**src/rtl/ppu_pkg.sv**
```systemverilog
// Shared constants for the PPU scanline double buffer and its VGA read side.
package ppu_pkg;
    localparam int          LINE_W_DEF    = 256;
    localparam int          H_LAST_DEF    = 799;
    localparam logic [5:0]  BLACK_IDX_DEF = 6'h0F;
    localparam int          PIX_W         = 6;
    localparam int          HC_W          = 10;
endpackage

```
**src/rtl/line_ram.sv**
```systemverilog
// Two-bank scanline store: one write port, one registered read port, no reset on contents.
module line_ram
    import ppu_pkg::*;
#(
    parameter int DEPTH = LINE_W_DEF,
    parameter int AW    = 8
) (
    input  logic             clk,
    input  logic             we,
    input  logic             wr_bank,
    input  logic [AW-1:0]    wr_addr,
    input  logic [PIX_W-1:0] wr_data,
    input  logic             rd_bank,
    input  logic [AW-1:0]    rd_addr,
    output logic [PIX_W-1:0] rd_data
);
    logic [PIX_W-1:0] mem0 [DEPTH];
    logic [PIX_W-1:0] mem1 [DEPTH];

    always_ff @(posedge clk) begin
        if (we) begin
            if (wr_bank) mem1[wr_addr] <= wr_data;
            else         mem0[wr_addr] <= wr_data;
        end
    end

    // Read returns pre-write contents; the banks never collide by construction.
    always_ff @(posedge clk) begin
        rd_data <= rd_bank ? mem1[rd_addr] : mem0[rd_addr];
    end
endmodule

```
**src/rtl/ppu_line_buffer.sv**
```systemverilog
// PPU-to-VGA scanline double buffer: bank swap at end of VGA line, overrun/underrun tracking.
module ppu_line_buffer
    import ppu_pkg::*;
#(
    parameter int         LINE_W    = LINE_W_DEF,
    parameter int         H_LAST    = H_LAST_DEF,
    parameter logic [5:0] BLACK_IDX = BLACK_IDX_DEF
) (
    input  logic       clk,
    input  logic       reset,
    input  logic       pix_valid,
    input  logic [7:0] pix_x,
    input  logic [5:0] pix_idx,
    input  logic       line_end,
    input  logic [9:0] hc,
    output logic [5:0] palette_disp_idx,
    output logic       wr_bank,
    output logic       overrun,
    output logic [7:0] underrun_cnt
);
    localparam int AW = (LINE_W > 1) ? $clog2(LINE_W) : 1;

    logic [HC_W-1:0]  next_hc;
    logic             at_last;
    logic             swap;
    logic             wr_bank_nx;
    logic             rd_bank_nx;
    logic             pending;
    logic             pending_nx;
    logic             rd_in_win;
    logic             rd_in_win_q;
    logic             wr_en;
    logic [AW-1:0]    wr_addr;
    logic [AW-1:0]    rd_addr;
    logic [PIX_W-1:0] ram_q;

    assign at_last    = (hc == HC_W'(H_LAST));
    assign next_hc    = at_last ? '0 : hc + 10'd1;
    assign swap       = at_last & pending;
    assign wr_bank_nx = wr_bank ^ swap;
    // Reads look ahead one pixel using the post-swap bank so output lines up with hc.
    assign rd_bank_nx = ~wr_bank_nx;
    assign pending_nx = (pending & ~swap) | line_end;
    assign rd_in_win  = int'(next_hc) < LINE_W;
    assign rd_addr    = next_hc[AW-1:0];
    assign wr_addr    = pix_x[AW-1:0];
    assign wr_en      = pix_valid & ~reset & (int'(pix_x) < LINE_W);

    line_ram #(
        .DEPTH (LINE_W),
        .AW    (AW)
    ) u_line_ram (
        .clk     (clk),
        .we      (wr_en),
        .wr_bank (wr_bank),
        .wr_addr (wr_addr),
        .wr_data (pix_idx),
        .rd_bank (rd_bank_nx),
        .rd_addr (rd_addr),
        .rd_data (ram_q)
    );

    always_ff @(posedge clk or posedge reset) begin
        if (reset) begin
            wr_bank      <= 1'b0;
            pending      <= 1'b0;
            overrun      <= 1'b0;
            underrun_cnt <= 8'd0;
            rd_in_win_q  <= 1'b0;
        end else begin
            wr_bank     <= wr_bank_nx;
            pending     <= pending_nx;
            rd_in_win_q <= rd_in_win;
            if (line_end & pending & ~at_last)
                overrun <= 1'b1;
            if (at_last & ~pending & (underrun_cnt != 8'hFF))
                underrun_cnt <= underrun_cnt + 8'd1;
        end
    end

    // Window flag is reset, so the output reads black while RAM data is still stale.
    assign palette_disp_idx = rd_in_win_q ? ram_q : BLACK_IDX;
endmodule

```
**config.mk**
```make
export PLATFORM = sky130hd
export DESIGN_NAME = ppu_line_buffer
export DESIGN_NICKNAME = d
export VERILOG_FILES = /design/src/rtl/ppu_pkg.sv /design/src/rtl/line_ram.sv /design/src/rtl/ppu_line_buffer.sv
export SDC_FILE = /design/constraint.sdc
export NUM_CORES = 2
export LEC_CHECK = 0
export CAP_MARGIN = 25
export CORE_ASPECT_RATIO = 0.7
export CORE_UTILIZATION = 46
export CTS_CLUSTER_DIAMETER = 200
export CTS_CLUSTER_SIZE = 25
export DETAILED_ROUTE_END_ITERATION = 8
export PLACE_DENSITY = 0.66
export SLEW_MARGIN = 0
export SYNTH_ARGS = -nofsm -noshare
export SYNTH_HDL_FRONTEND = slang
export SYNTH_HIERARCHICAL = 1
export SYNTH_SLANG_ARGS = --single-unit
```
**constraint.sdc**
```tcl
create_clock -name clk -period 2.4 [get_ports clk]
set_input_delay 0.48 -clock clk [delete_from_list [all_inputs] [get_ports clk]]
set_output_delay 0.48 -clock clk [all_outputs]
set_load 0.01 [all_outputs]
```
==> flow_metrics.env <==
export IMPL_synthTopCellsByCount="3,072 x edfxtp_1, 592 x nor2_1, 531 x mux2i_1"
export IMPL_max_clock_freq_mhz=302
export IMPL_clk_latency_ns=0.88
export IMPL_nets=7802
export IMPL_cts_root_buf="clkbuf_16"
export IMPL_fin_crit_sh_pct=138
export IMPL_dieHeight_um=435
export IMPL_drt_total_wl_mm=343
export IMPL_power_density_mw_per_mm2=663
export IMPL_drive_gt1_share_pct=31.8
export IMPL_timing_setup_tns_ns=-4.94
export IMPL_drc_errors=0
export IMPL_htreeDepth=4
export IMPL_cp_max_fo=18
export IMPL_synth_nets=6351
export IMPL_grt_ovfl_total=0
export IMPL_arrival_ns=4.11
export IMPL_synthToLayoutAreaGrowth_pct=18.3
export IMPL_ys_seq_area_share_pct=75.1
export IMPL_rows=158
export IMPL_violations="setup timing"
export IMPL_critPathKind="primary input to flip-flop"
export IMPL_worst_ep_required_time_ns=3.19
export IMPL_worst_pin_slew_ns=0.978
export IMPL_drt_iter0_drc=10900
export IMPL_ir_drop_mv=0.771
export IMPL_vias_per_cell=6.16
export IMPL_syn_area_per_cell_sq_um=19.5
export IMPL_p_leak_nw=49.0
export IMPL_fp_dieW_um=621
export IMPL_synth_main_ff_cell="edfxtp_1"
export IMPL_antenna_found_initial=18
export IMPL_outcome="finished with violations"
export IMPL_clockBufferDepth=4
export IMPL_grt_pass1_vias=66900
export IMPL_place_ws_ns=-2.63
export IMPL_synth_area_leaders="edfxtp_1 75%, mux4_2 7.1%, mux2i_1 4.3%, mux4_1 2.7%, nor2_1 1.8%"
export IMPL_fill_cells=20100
export IMPL_cap_violations=0
export IMPL_first_pass_iters=9
export IMPL_gp_congestion=0.997
export IMPL_synthMostInstantiatedCell="edfxtp_1"
export IMPL_vias=69800
export IMPL_crit_path_end_kind="flip-flop"
export IMPL_yosys_area_top_type="edfxtp_1"
export IMPL_grt_use_total_pct=24.9
export IMPL_ant_nets=0
export IMPL_grt_start_max_net_pins=128
export IMPL_initial_utilization_pct=46.4
export IMPL_maxSlewViolCount=0
export IMPL_cts_buffers=149
export IMPL_yosys_warnings=6
export IMPL_dpl_hpwl_mm=238
export IMPL_port_buffers=43
export IMPL_synthArstFlopShare_pct=0.388
export IMPL_setup_slack_ns=-0.913
export IMPL_core_sq_mm=0.266
export IMPL_pin_count=44
export IMPL_synth_cell_types=93
export IMPL_hold_viol=0
export IMPL_numClockSinks=3090
export IMPL_syn_instance_count=6321
export IMPL_synth_edff_count=3072
export IMPL_wire_per_inst_um=30.3
export IMPL_fin_skew_ns=0.0661
export IMPL_dp_cells=11100
export IMPL_grt_first_pass_wirelength_mm=487
export IMPL_rsz0062_at_grt="yes"
export IMPL_min_path_type="primary input to flip-flop"
export IMPL_synth_area_sq_mm=0.123
export IMPL_path_clk_slew_ns=0.10
export IMPL_finalSetupViolations=7
export IMPL_slew_headroom_pct=34.6
export IMPL_ys_ff_latch=3090
export IMPL_cts_tree="done"
export IMPL_critPathLaunchType="primary input"
export IMPL_min_period_ns=3.31
export IMPL_instances_no_fill=11300
export IMPL_final_util_pct=54.9
export IMPL_die_area_sq_mm=0.270
export IMPL_synth_top_cell_area_share_pct=74.8
==> report_power, final <==
part | switching, mW | total, mW | internal, mW
logic | 5.69 | 9.56 | 3.87
clock network | 16.1 | 27.8 | 11.7
registers | 0.0461 | 59.3 | 59.3
==> kinds of logic (layout without fill, tap and decap cells) <==
group / count (synthesis) / in the layout / share of synthesized area, %
flops: 3090 / 3090 / 75.1
simple gates: 1066 / 1066 / 3.92
mux: 1060 / 1060 / 14.3
compound gates: 675 / 675 / 3.95
buf+inv: 413 / 1896 / 2.64
xor+xnor: 15 / 15 / 0.106
fa+ha+maj: 2 / 2 / 0.0203
other cells: 0 / 1 / 0
==> worst max-delay path, cell delays in order <==
cell and delay (ns):
buf_6 0.09, nand4bb_4 0.23, nor3_4 0.26, buf_6 0.14
nor2_4 0.04, buf_6 0.13, buf_16 0.16, buf_16 0.16
buf_12 0.17, mux2i_1 0.15, o221ai_2 0.27, buf_4 0.16
nor3_1 0.06, nor4_4 0.37, nand4_1 0.61, nand4_1 0.35
and4_1 0.22
==> sequential cells by signal, summed over array words and instances, names as in the netlist <==
register            cells
overrun                 1
rd_in_win_q             1
pending                 1
u_line_ram/mem1      1536
u_line_ram/mem0      1536
u_line_ram/rd_data      6
underrun_cnt            8
wr_bank                 1
==> path summary, 6_finish.rpt <==
check	from	end	slack, ns	cells past startpoint
min in group asynchronous	reset	underrun_cnt[7]$_DFFE_PP0P_	0.52	3
worst min-delay path	pix_idx[2]	u_line_ram/mem0[124][2]$_DFFE_PP_	0.05	1
worst max-delay path	hc[7]	u_line_ram/rd_data[2]$_DFF_P_	-0.91	17
worst max register to register	pending$_DFF_PP0_	u_line_ram/rd_data[0]$_DFF_P_	-0.78	14
worst min register to register	overrun$_DFFE_PP0P_	overrun$_DFFE_PP0P_	0.52	1
max in group asynchronous	reset	wr_bank$_DFF_PP0_	1.53	3
==> per-layer routing <==
layer,routed length (um),global-route usage [%],up-vias,part of all wire [%]
li1,-,-,28800,-
met1,141000,37.8,36100,41
met2,150000,36.3,4361,44
met3,43300,6.20,529,13
met4,8860,5.58,4,2.6
met5,27,0,-,0.0079
==> what timing repair did <==
| action | 4_1_cts | 5_1_grt |
|---|---|---|
| setup buffers | 39 | 21 |
| hold buffers | 3 | 0 |
| endpoints found under the hold margin | 32 | 0 |
| gates resized for setup | 241 | 71 |
| pin swaps | 78 | 56 |
| endpoints found under the setup margin | 15 | 19 |
| gates cloned | 8 | 1 |
==> through the flow <==
stage / power [mW] / instance area (sq um) / hold WS, ns
6_report: 96.7 / 146000 / 0.0475
5_1_grt: 99.0 / 146000 / 0.0185
4_1_cts: 96.7 / 145000 / 0.00730
3_5_place_dp: 69.5 / 140000 / 0.500
3_3_place_gp: 69.4 / 140000 / 0.488
2_1_floorplan: 64.8 / 124000 / 0.345
==> cells in the final DEF, fill, tap and decap left out, drive strengths merged, types with 17 or more instances in the layout <==
cell type / instances
nor4: 22
and3: 17
nand2: 112
o221ai: 198
buf: 1672
o21ai: 68
nand3: 76
mux2i: 531
nor2: 592
mux4: 518
clkbuf: 181
nand4: 42
nor3: 124
a21oi: 106
edfxtp: 3072
a2111oi: 37
clkdlybuf4s50: 19
o22ai: 145
==> area by class of cell <==
class                      count  area (sq um)  share of cell area [%]
timing repair buffer        1706         16100                    11.0
inverter                       7          36.3                  0.0249
clock inverter                 3          28.8                  0.0197
sequential                  3090         92700                    63.5
tap                         3520          4400                    3.02
clock buffer                 180          3930                    2.69
antenna                        1          2.50                 0.00171
multi-input combinational   2818         28700                    19.7
(Power assumes the default switching activity.)
